`config.mk`:
```
export PLATFORM = sky130hd
export DESIGN_NAME = dma_bus_arbiter
export DESIGN_NICKNAME = d
export VERILOG_FILES = /design/src/rtl/dma_bus_arbiter.sv
export SDC_FILE = /design/constraint.sdc
export NUM_CORES = 1
export LEC_CHECK = 0
export BUFFER_PORTS_ARGS = -buffer_cell sky130_fd_sc_hd__clkbuf_2
export CORE_ASPECT_RATIO = 0.7
export CORE_MARGIN = 2
export CORE_UTILIZATION = 57
export CTS_CLUSTER_SIZE = 25
export DETAILED_ROUTE_END_ITERATION = 10
export PLACE_DENSITY = 0.86
export SYNTH_ARGS = -nofsm -noshare
export SYNTH_HDL_FRONTEND = slang
export SYNTH_SLANG_ARGS = --single-unit
```
`constraint.sdc`:
```
create_clock -name sysclk -period 3.98 [get_ports sysclk]
set_clock_uncertainty 0.15 [all_clocks]
set_input_delay 0.597 -clock sysclk [delete_from_list [all_inputs] [get_ports sysclk]]
set_output_delay 0.597 -clock sysclk [all_outputs]
set_load 0.02 [all_outputs]
```
`src/rtl/dma_bus_arbiter.sv`:
```
// Purpose: shares the 7800 system bus between the 6502 and MARIA DMA, halting the CPU only on read boundaries.
// Latency: request->grant = cycles to next read phase_end + 1 + SETTLE_CYCLES; all outputs registered.
// Backpressure: dma_req is a level held until dma_done; bus returned on dma_done or after MAX_DMA cycles.
module dma_bus_arbiter #(
  parameter int               SETTLE_CYCLES  = 2,
  parameter int               RELEASE_CYCLES = 1,
  parameter int               CNT_W          = 12,
  parameter logic [CNT_W-1:0] MAX_DMA        = CNT_W'(454)
) (
  input  logic             sysclk,
  input  logic             reset,
  input  logic             phase_end,
  input  logic             cpu_rw,
  input  logic             dma_req,
  input  logic             dma_done,
  output logic             halt_b,
  output logic             dma_gnt,
  output logic             rw_force_rd,
  output logic             db_sel_buf,
  output logic             wr_block,
  output logic [CNT_W-1:0] dma_cycles,
  output logic             timeout
);

  typedef enum logic [2:0] {
    IDLE,
    WAIT_RD,
    SETTLE,
    DMA,
    RELEASE,
    UNHALT
  } state_t;

  // One phase counter serves both the SETTLE and RELEASE dwell times.
  localparam int PH_MAX = (SETTLE_CYCLES > RELEASE_CYCLES) ? SETTLE_CYCLES : RELEASE_CYCLES;
  localparam int PH_W   = $clog2(PH_MAX + 1);
  localparam logic [PH_W-1:0]  SETTLE_LAST  = PH_W'(SETTLE_CYCLES - 1);
  localparam logic [PH_W-1:0]  RELEASE_LAST = PH_W'(RELEASE_CYCLES - 1);
  localparam logic [CNT_W-1:0] CNT_ONE      = CNT_W'(1);
  localparam logic [CNT_W-1:0] TO_LAST      = MAX_DMA - CNT_ONE;
  localparam bit               TO_EN        = (MAX_DMA != '0);

  state_t            state, state_nxt;
  logic [PH_W-1:0]   ph_cnt, ph_nxt;
  logic [CNT_W-1:0]  cyc_nxt;
  logic              to_nxt;
  logic              at_limit;
  logic              halt_b_nxt, gnt_nxt, rw_nxt, db_nxt, wr_nxt;

  // Next-state, counter and registered-output decode.
  always_comb begin
    state_nxt = state;
    ph_nxt    = ph_cnt + PH_W'(1);
    cyc_nxt   = dma_cycles;
    to_nxt    = 1'b0;
    at_limit  = TO_EN && (dma_cycles == TO_LAST);

    case (state)
      IDLE: begin
        // A read boundary in the same cycle as the request is taken immediately.
        if (dma_req) state_nxt = (phase_end && cpu_rw) ? SETTLE : WAIT_RD;
      end
      WAIT_RD: begin
        // Write cycles are never halted: the 6502 ignores RDY on writes.
        if (!dma_req)                 state_nxt = IDLE;
        else if (phase_end && cpu_rw) state_nxt = SETTLE;
      end
      SETTLE: begin
        if (ph_cnt == SETTLE_LAST) begin
          state_nxt = DMA;
          cyc_nxt   = '0;
        end
      end
      DMA: begin
        if (dma_cycles != '1) cyc_nxt = dma_cycles + CNT_ONE;
        if (dma_done || at_limit) begin
          state_nxt = RELEASE;
          to_nxt    = at_limit;
        end
      end
      RELEASE: begin
        if (ph_cnt == RELEASE_LAST) state_nxt = UNHALT;
      end
      UNHALT: begin
        // The unhalting boundary gives the CPU at least one full cycle before re-halt.
        if (phase_end) state_nxt = dma_req ? WAIT_RD : IDLE;
      end
      default: state_nxt = IDLE;
    endcase

    if (state_nxt != state) ph_nxt = '0;

    halt_b_nxt = (state_nxt == IDLE) || (state_nxt == WAIT_RD);
    gnt_nxt    = (state_nxt == DMA);
    rw_nxt     = (state_nxt == DMA);
    db_nxt     = (state_nxt == DMA) || (state_nxt == RELEASE);
    wr_nxt     = (state_nxt == SETTLE) || (state_nxt == DMA) || (state_nxt == RELEASE);
  end

  // State, counters and output flops; reset drops straight to IDLE with no release phase.
  always_ff @(posedge sysclk) begin
    if (reset) begin
      state       <= IDLE;
      ph_cnt      <= '0;
      dma_cycles  <= '0;
      timeout     <= 1'b0;
      halt_b      <= 1'b1;
      dma_gnt     <= 1'b0;
      rw_force_rd <= 1'b0;
      db_sel_buf  <= 1'b0;
      wr_block    <= 1'b0;
    end else begin
      state       <= state_nxt;
      ph_cnt      <= ph_nxt;
      dma_cycles  <= cyc_nxt;
      timeout     <= to_nxt;
      halt_b      <= halt_b_nxt;
      dma_gnt     <= gnt_nxt;
      rw_force_rd <= rw_nxt;
      db_sel_buf  <= db_nxt;
      wr_block    <= wr_nxt;
    end
  end

endmodule

```
==> results of run 1 <==
-- metrics by stage --
stage / instances / hold WS (ns) / util [%]
after floorplan: 140 / 0.349 / -
after global placement: 181 / 0.363 / 67.4
after detailed placement: 181 / 0.377 / 67.4
after CTS: 184 / 0.392 / 68.6
after global routing: 184 / 0.434 / 68.6
final: 184 / 0.393 / 68.6
-- synth_stat cells, drive strengths merged --
cell,n,area share [%]
nand3b,1,0.66
buf,2,1.6
o31a,1,0.77
o2111ai,1,0.77
o211ai,1,0.66
o22ai,1,0.55
and3,3,1.6
o21a,1,0.66
dfxtp,22,38
nor2b,2,1.1
and2,2,1.1
xor2,1,0.77
a31oi,1,0.55
nand4,2,1.1
nor2,13,4.3
o21bai,2,1.3
and3b,1,0.87
or2,1,0.55
or4,3,2.3
inv,6,2.0
ha,4,4.4
a211oi,3,2.0
clkbuf,2,0.66
nor4bb,1,0.87
nor4,4,2.2
a21oi,10,5.4
o21ai,9,3.9
xnor2,3,2.3
nand2b,4,2.2
or3,5,2.7
a21boi,2,1.3
and4bb,1,1.1
nand2,14,4.6
nand3,10,4.4
nor3,1,0.44
-- per-layer routing --
layer  share of wire [%]  wire [microns]  vias up
li1                    -               -      549
met1                  50            1230      487
met2                  43            1050       46
met3                 6.7             164        2
met4                0.57              14        0
met5                   0               0        -
-- layout make-up --
type                            count  area share, %
Tap cell                           22           2.14
Timing Repair Buffer               23           8.97
Inverter                            6           1.75
Sequential cell                    22           34.3
Clock buffer                        3           1.75
Multi-Input combinational cell    108           51.1
-- cell families (layout without fill, tap and decap cells) --
kind of cell             count (synthesis)  after routing  share of synthesized area [%]
AND/OR/NAND/NOR                         68             68                           32.0
flip-flops                              22             22                           38.5
XOR/XNOR                                 4              4                           3.06
AO/OA/AOI/OAI                           32             32                           17.8
buffers and inverters                   10             32                           4.26
adder cells (fa/ha/maj)                  4              4                           4.37
-- registers in the layout, summed over array words and instances (netlist names) --
| register | flops |
|---|---|
| db_sel_buf | 1 |
| dma_cycles | 12 |
| halt_b | 1 |
| ph_cnt | 2 |
| rw_force_rd | 1 |
| state | 3 |
| timeout | 1 |
| wr_block | 1 |
-- power by group --
group          switching (mW)  total [mW]  internal (mW)
Sequential            0.00484       0.231          0.226
Clock                  0.0634      0.0988         0.0354
Combinational          0.0222      0.0370         0.0147
-- critical path: cells and delay by family (launching register included) --
| kind | cells | cell delay, ns |
|---|---|---|
| AO/OA/AOI/OAI | 3 | 0.63 |
| AND/OR/NAND/NOR | 2 | 0.63 |
| flip-flops | 1 | 0.45 |
| adder cells (fa/ha/maj) | 1 | 0.26 |
-- path summary, 6_finish.rpt --
check	slack [ns]	to
hold reg to reg	0.39	dma_cycles[11]$_SDFFE_PP0P_
setup reg to reg	1.80	dma_cycles[7]$_SDFFE_PP0P_
hold / removal	0.39	dma_cycles[11]$_SDFFE_PP0P_
setup / recovery	1.80	dma_cycles[7]$_SDFFE_PP0P_
==> metrics.txt, run 1 <==
status completed; Max clock buf depth 2; Nets 174; Mapped Cells 140; Hold Buf Count CTS 0; CTS buffer count 3; crit-path max FO 6; antenna viol nets, final 0; via count 1084; Leak 0.486 nW; Worst Reg-to-Reg Cells 6; register area 440 sq um; WHS Path Cells 2; Slew Viols, Final 0; Mapped Avg Cell Area 8.18 sq um; WP data arrival 2.28 ns; crit path cell chain ha_1 > nand2_1 > nor4_1 > o31a_1 > o21ai_0 > a21oi_1; Distinct cells, synth 39; Global Route met3 Usage 6.54%; register area share after synthesis 38.5%; die area 2390 sq um; fin crit period 2.18 ns; GRT Residual Overflow 0; final-report hold violation count 0; yosys warns 0; met1 GRT Util 34.6%; first-pass GRT wire length 4280 microns; gpl congestion 0.838; Die X 57.6 microns; Post-Syn Area 1140 sq um; slowest CP cell nor4_1; initial antenna violation count 0; Worst VDD drop 0.000277 V; total track usage 22.9%; commonest non-fill, non-tap cell in the layout clkbuf_2; most frequent cells in the layout clkbuf_2, dfxtp_1, nand2_1, nor2_1, nand3_1; # diodes 0; RSZ-0062 raised after global routing false; setup repair bufs after CTS 0; dpl ws 1.87 ns; Tot Pwr 0.367 mW; grt peak-use layer met1; number of top-level pins 24; Crit. End Element register; Port Buffers 23; DRT Wirelength 2450 microns; CP required 4.08 ns; crit path launch type register; Final Worst Setup Slack 1.80 ns; total power per unit cell area 286 nW/um^2; core area 1870 sq um; fmax 0.458 GHz; Layout area overhead 12.1%; crit path kind register to register; met2 usage 33.2%; crit-path max cell delay 0.54 ns; clock root buffer clkbuf_4; vias in the first global route 921; DR vias/cell 5.89; flops & latches, synth 22; later-pin clock latency in the skew report 0.31 ns; Residual DRC 0; final instance area 1280 sq um; cts repair resizes 0; Max-Cap Viols 0; CTS Sinks 22; fin crit share 54.8%; worst hold path type register to register; multi-input logic area 656 sq um; wire per inst 13.3 microns; FF-to-FF Start dma_cycles[0]$_SDFFE_PP0P_; share of layout cells above drive strength 1 18.5%; Placement Cell Area 1260 sq um; Initial DRC Count 47; detailed placer's ending HPWL 1910 microns; chip height 41.5 microns; # H-tree levels 1; std cell rows 13; CTS tree yes; clk slew on worst S/H paths 0.12 ns; drt pass-1 iters 4; syn_nets 150; slew at the pin closest to its max-slew limit 0.575 ns; Max-slew headroom 61.3%; Setup TNS 0 ns; pin count of the biggest net entering global routing 14; initial core utilization 61.2%; Fill cells 145; Critical path origin dma_cycles[0]$_SDFFE_PP0P_; endpoints failing setup 0; hold path startpoint dma_cycles[11]$_SDFFE_PP0P_
No activity file was read; power rests on OpenSTA's default activity.
==> inputs of run 2 (changes only) <==
- ABC_AREA: not set -> 1
- CORE_UTILIZATION: 57 -> 49
- PLACE_DENSITY: 0.86 -> 0.78
- clock period: 3.98 -> 1.8 ns (I/O delays scaled with it)
==> metrics.txt, run 2 <==
status completed; clk slew on worst S/H paths 0.07 ns (-0.05 ns); FF-to-FF End dma_cycles[0]$_SDFFE_PP0P_; total track usage 22.3% (-0.64 points); combinational power share 25.0% (+15 points); slack of the worst reg-to-reg path 0.04 ns (-1.75 ns); chip height 46.8 microns (+13%); FF-to-FF Start dma_cycles[1]$_SDFFE_PP0P_; Stages on worst setup path 11 (+5); # diodes 0 (unchanged); sw frac 31.7% (+7.0 points); Main synth FF type dfxtp_1; first-pass GRT wire length 5060 microns (+18%); Initial DRC Count 100 (+110%); slowest CP cell dfxtp_4; WHS Path Cells 2 (unchanged); Residual DRC 0 (unchanged); detailed placer's ending HPWL 2510 microns (+32%); power share of the clock group 26.6% (-0.3 points); ys async rst share 0% (unchanged); most common cell in the netlist nand2_1; initial core utilization 51.7% (-9.5 points); Min Hold Slack 0.190 ns (-0.203 ns); number of top-level pins 24 (unchanged); Worst Reg-to-Reg Cells 11 (+5); fin crit share 97.5% (+43 points); register area share after synthesis 34.4% (-4.1 points); CTS tree yes; crit path to dma_cycles[0]$_SDFFE_PP0P_; die area 3040 sq um (+27%); most frequent cells after synthesis nand2_1, inv_1, nor2_1; Layout area overhead 29.4%; crit path kind register to register; CTS Sinks 22 (unchanged); slew at the pin closest to its max-slew limit 0.325 ns (-0.249 ns); yosys warns 0 (unchanged); crit-path max FO 8 (+2); commonest non-fill, non-tap cell in the layout nand2_1; Max-slew headroom 78.2% (+17 points); area share of the largest cell type after synthesis 34.4% (-4.1 points); vias in the first global route 1136 (+23%); wire per inst 12.6 microns (-5.1%); Max-Cap Viols 0 (unchanged); dpl ws 0.00725 ns (-1.87 ns); # H-tree levels 1 (unchanged); Post-Syn Area 1280 sq um (+12%); Top delay family on crit path simple AND/OR/NAND/NOR gates; Top Registers dma_cycles: 12 flops, state: 3 flops, ph_cnt: 2 flops; GRT Residual Overflow 0 (unchanged); Slew Viols, Final 0 (unchanged); gpl congestion 0.934 (+11%); CTS buffer count 3 (unchanged); Leak 0.769 nW (+58%); via count 1429 (+32%); CP required 1.84 ns (-2.24 ns); most frequent cells in the layout nand2_1, inv_1, nor2_1, clkbuf_2, dfxtp_1; std cell rows 15 (+2); Final Worst Setup Slack 0.0444 ns (-1.75 ns); Worst VDD drop 0.000599 V (+120%); WP data arrival 1.79 ns (-0.49 ns); Internal 0.766 mW (+180%); WP buf/inv 1 (+1); fin crit period 1.76 ns (-0.427 ns); initial antenna violation count 0 (unchanged); share of layout cells above drive strength 1 25.6% (+7.1 points); pin count of the biggest net entering global routing 16 (+2); Switch Pwr 0.355 mW (+290%); Mapped Cells 201 (+44%); Hold Buf Count CTS 0 (unchanged); clock root buffer clkbuf_8; antenna viol nets, final 0 (unchanged); Mapped Avg Cell Area 6.37 sq um (-22%); Critical path origin dma_cycles[1]$_SDFFE_PP0P_; endpoints failing setup 0 (unchanged); Post-synth EDFFs 0 (unchanged); DR vias/cell 5.18 (-12%); sequential fraction of design power 48.4% (-15 points); crit path cell chain ha_4 > nand2_2 > nor2_4 > nand2_1 > nor2_2 > nand2_2 > nand2_4 > nand2_8 > inv_8 > nand2_1 > a21oi_1; flops & latches, synth 22 (unchanged); max FFs per register 12 (unchanged); syn_nets 211 (+41%); crit path launch type register; Die X 65.1 microns (+13%); final-report hold violation count 0 (unchanged); largest area contributor in the netlist dfxtp_1; crit-path max cell delay 0.38 ns (-0.16 ns); drt pass-1 iters 4 (unchanged); Crit. End Element register; Largest Register dma_cycles; DRT Wirelength 3490 microns (+42%); Distinct cells, synth 21 (-46%); largest cells by area after synthesis dfxtp_1, nand2_1, inv_1; worst hold path type primary input to register; core area 2480 sq um (+32%); Nets 254 (+46%); Max clock buf depth 2 (unchanged); total power per unit cell area 676 nW/um^2 (+140%); later-pin clock latency in the skew report 0.26 ns (-0.05 ns); fmax 0.570 GHz (+24%); Port Buffers 23 (unchanged)
==> run 2: timing repair <==
action | 4_1_cts | 5_1_grt
gates cloned | 0 | 1
pin swaps | 0 | 1
gates resized for setup | 1 | 14
endpoints found under the setup margin | 2 | 12
buffers inserted | 0 | 1
==> run 2: worst register-to-register path, stage by stage, from the launching register on <==
cell and delay, ns:
dfxtp_4 0.38, ha_4 0.14, nand2_2 0.08, nor2_4 0.11
nand2_1 0.07, nor2_2 0.14, nand2_2 0.08, nand2_4 0.11
nand2_8 0.10, inv_8 0.09, nand2_1 0.07, a21oi_1 0.16
==> run 2: how the worst min path moves through the flow <==
stage,start,end,slack [ns]
after floorplan,ph_cnt[0]$_SDFF_PP0_,ph_cnt[0]$_SDFF_PP0_,0.28
after global placement,ph_cnt[0]$_SDFF_PP0_,ph_cnt[0]$_SDFF_PP0_,0.30
after detailed placement,ph_cnt[0]$_SDFF_PP0_,ph_cnt[0]$_SDFF_PP0_,0.30
after CTS,reset,dma_cycles[0]$_SDFFE_PP0P_,0.19
after global routing,reset,dma_cycles[11]$_SDFFE_PP0P_,0.20
final,reset,dma_cycles[10]$_SDFFE_PP0P_,0.19
==> run 2: stage by stage <==
step	util (%)	total power [mW]	area [sq um]	std cells	setup TNS, ns
3_3_place_gp	61.9	0.802	1530	271	0
4_1_cts	63.6	1.10	1580	274	0
3_5_place_dp	61.9	0.803	1530	271	0
5_1_grt	66.9	1.18	1660	276	-0.0668
6_report	66.9	1.12	1660	276	0
2_1_floorplan	-	0.735	1280	201	0
==> run 2: kinds of logic after synthesis <==
group / share of synthesized area, %
and+or+nand+nor: 42.5
buffers and inverters: 11.7
DFF: 34.4
AOI/OAI and AO/OA: 7.43
adders and majority gates: 3.91
==> run 2: power by group through the flow <==
| stage | sequential (mW) | combinational, mW | clock (mW) |
|---|---|---|---|
| after floorplan | 0.569 | 0.166 | 0 |
| after global placement | 0.550 | 0.251 | 0 |
| after detailed placement | 0.551 | 0.252 | 0 |
| after CTS | 0.539 | 0.253 | 0.303 |
| after global routing | 0.545 | 0.317 | 0.321 |
| final | 0.542 | 0.280 | 0.298 |
==> run 2: layout make-up <==
| type | count | area, sq um |
|---|---|---|
| well taps | 34 | 42.5 |
| repair buffers | 40 | 243 |
| fillers | 229 | 821 |
| flip-flops and latches | 22 | 445 |
| inverters | 33 | 131 |
| clock buffers | 3 | 41.3 |
| multi-input cells | 144 | 753 |
==> run 2: per-layer routing <==
layer | up-vias | global-route usage [%] | share of wire (%)
met4 | 0 | 5.00 | 0.77
met2 | 63 | 33.0 | 42
met1 | 630 | 32.9 | 48
met3 | 5 | 5.76 | 8.7
li1 | 731 | - | -
met5 | - | 0 | 0
==> inputs of run 3 (changes only) <==
- CTS_CLUSTER_DIAMETER: not set -> 30
- REMOVE_ABC_BUFFERS: not set -> 1
- TNS_END_PERCENT: not set -> 10
==> metrics.txt, run 3 (synthesis results as in run 2) <==
status completed; endpoints failing setup 0 (unchanged); multi-input logic area 748 sq um (-0.66%); Hold Buf Count CTS 0 (unchanged); drt pass-1 iters 5 (+1); Placement Cell Area 1530 sq um (-0.16%); antenna viol nets, final 0 (unchanged); total power per unit cell area 692 nW/um^2 (+2.4%); Die X 65.1 microns (unchanged); number of top-level pins 24 (unchanged); crit path kind register to register; fin crit period 1.79 ns (+0.0298 ns); register area 445 sq um (unchanged); FF-to-FF End dma_cycles[4]$_SDFFE_PP0P_; Layout area overhead 32.4%; Worst VDD drop 0.000536 V (-11%); CTS tree yes; WP data arrival 1.79 ns (about the same); Leak 0.797 nW (+3.6%); Largest Register dma_cycles; Residual DRC 0 (unchanged); Crit. End Element register; commonest non-fill, non-tap cell in the layout nand2_1; Setup TNS 0 ns (unchanged); Worst Reg-to-Reg Cells 11 (unchanged); Finished Core Util 68.4% (+1.5 points); detailed placer's ending HPWL 2590 microns (+3.3%); CTS Sinks 22 (unchanged); initial core utilization 51.7% (unchanged); RSZ-0062 raised after global routing true; fin crit share 99.2% (+1.7 points); die area 3040 sq um (unchanged); Critical path origin dma_cycles[1]$_SDFFE_PP0P_; GRT Residual Overflow 0 (unchanged); crit path cell chain ha_4 > nand2_2 > nor2_4 > nand2_2 > nor2_4 > nand2_2 > nand2_2 > nand2_4 > buf_6 > a21oi_1 > nor2_1; Initial DRC Count 118 (+18%); total track usage 23.6% (+1.4 points); fmax 0.560 GHz (-1.7%); first-pass GRT wire length 5390 microns (+6.5%); CP required 1.81 ns (-0.03 ns); max FFs per register 12 (unchanged); # H-tree levels 1 (unchanged); crit path to dma_cycles[4]$_SDFFE_PP0P_; crit path launch type register; final-report hold violation count 0 (unchanged); Slew Viols, Final 0 (unchanged); Fill cells 216 (-5.7%); Max-slew headroom 80.6% (+2.4 points); most frequent cells in the layout nand2_1, inv_1, nor2_1, clkbuf_2; DRT Wirelength 3620 microns (+3.7%); via count 1460 (+2.2%); clk slew on worst S/H paths 0.08 ns (about the same); crit-path max FO 6 (-2); # diodes 0 (unchanged); Max clock buf depth 2 (unchanged); gpl congestion 0.945 (+1.2%); Max-Cap Viols 0 (unchanged); Top Registers dma_cycles: 12 flops, state: 3 flops, ph_cnt: 2 flops; share of layout cells above drive strength 1 28.3% (+2.7 points); final instance area 1690 sq um (+2.3%); wire per inst 12.9 microns (+1.8%); slew at the pin closest to its max-slew limit 0.289 ns (-0.0362 ns); Nets 258 (+1.6%); vias in the first global route 1175 (+3.4%); initial antenna violation count 0 (unchanged); chip height 46.8 microns (unchanged); worst hold path type primary input to register; CP most frequent cell nand2_2; slack of the worst reg-to-reg path 0.01 ns (-0.03 ns); Port Buffers 23 (unchanged); FF-to-FF Start dma_cycles[1]$_SDFFE_PP0P_; clock root buffer clkbuf_8; std cell rows 15 (unchanged); crit-path max cell delay 0.38 ns (about the same); pin count of the biggest net entering global routing 14 (-2); later-pin clock latency in the skew report 0.26 ns (about the same); slowest CP cell dfxtp_4; CTS buffer count 3 (unchanged); core area 2480 sq um (unchanged); DR vias/cell 5.20 (+0.35%)
[run 3: cell count changes in the layout (fill, tap and decap cells not counted), sizes merged]
cell    delta
buf        +4
clkbuf     +1
[run 3: critical path, delay by kind of cell, from the launching register on]
family,cells,cell delay (ns)
fa+ha+maj,1,0.14
buf+inv,1,0.15
simple gates,8,0.76
compound gates,1,0.11
flops,1,0.38
[run 3: layout make-up]
cell class,count,share of cell area (%)
Multi-Input combinational cell,144,44.2
Tap cell,34,2.51
Sequential cell,22,26.3
Timing Repair Buffer,44,16.3
Clock buffer,4,3.25
Inverter,33,7.46
[run 3: report_power, final]
group	leakage [nW]	total [mW]	internal (mW)	switching, mW
registers	0.180	0.541	0.520	0.0215
clock network	0.0288	0.347	0.195	0.152
logic	0.588	0.285	0.105	0.180
total	0.797	1.17	0.820	0.353
[run 3: what timing repair did]
action | CTS | global route
endpoints found under the hold margin | 0 | 0
cloned | 0 | 1
buffers inserted | 0 | 5
resized for setup | 4 | 14
pin swaps | 0 | 4
endpoints found under the setup margin | 9 | 15
[run 3: metal layers]
| metal | wire length, microns | part of all wire (%) | vias to the layer above | GRT usage (%) |
|---|---|---|---|---|
| li1 | - | - | 732 | - |
| met1 | 1780 | 49 | 645 | 36.4 |
| met2 | 1480 | 41 | 78 | 34.0 |
| met4 | 22 | 0.61 | 0 | 3.75 |
| met5 | 0 | 0 | - | 0 |
| met3 | 337 | 9.3 | 5 | 5.76 |
[run 3: worst min path at each step]
| stage | start | to | slack [ns] | cells past startpoint |
|---|---|---|---|---|
| final | reset | dma_cycles[9]$_SDFFE_PP0P_ | 0.22 | 2 |
| after global routing | reset | dma_cycles[0]$_SDFFE_PP0P_ | 0.22 | 2 |
| after CTS | reset | dma_cycles[9]$_SDFFE_PP0P_ | 0.20 | 2 |
| after detailed placement | ph_cnt[0]$_SDFF_PP0_ | ph_cnt[0]$_SDFF_PP0_ | 0.32 | 1 |
| after global placement | ph_cnt[0]$_SDFF_PP0_ | ph_cnt[0]$_SDFF_PP0_ | 0.30 | 1 |
| after floorplan | reset | dma_cycles[0]$_SDFFE_PP0P_ | 0.19 | 1 |
[run 3: stage by stage]
step,std cells,hold WS [ns],power (mW),setup slack [ns]
2_1_floorplan,198,0.189,0.723,-0.130
3_3_place_gp,271,0.298,0.807,-0.0117
3_5_place_dp,271,0.320,0.810,-0.128
4_1_cts,275,0.195,1.16,-0.0145
5_1_grt,281,0.216,1.24,-0.0947
6_report,281,0.215,1.17,0.0146
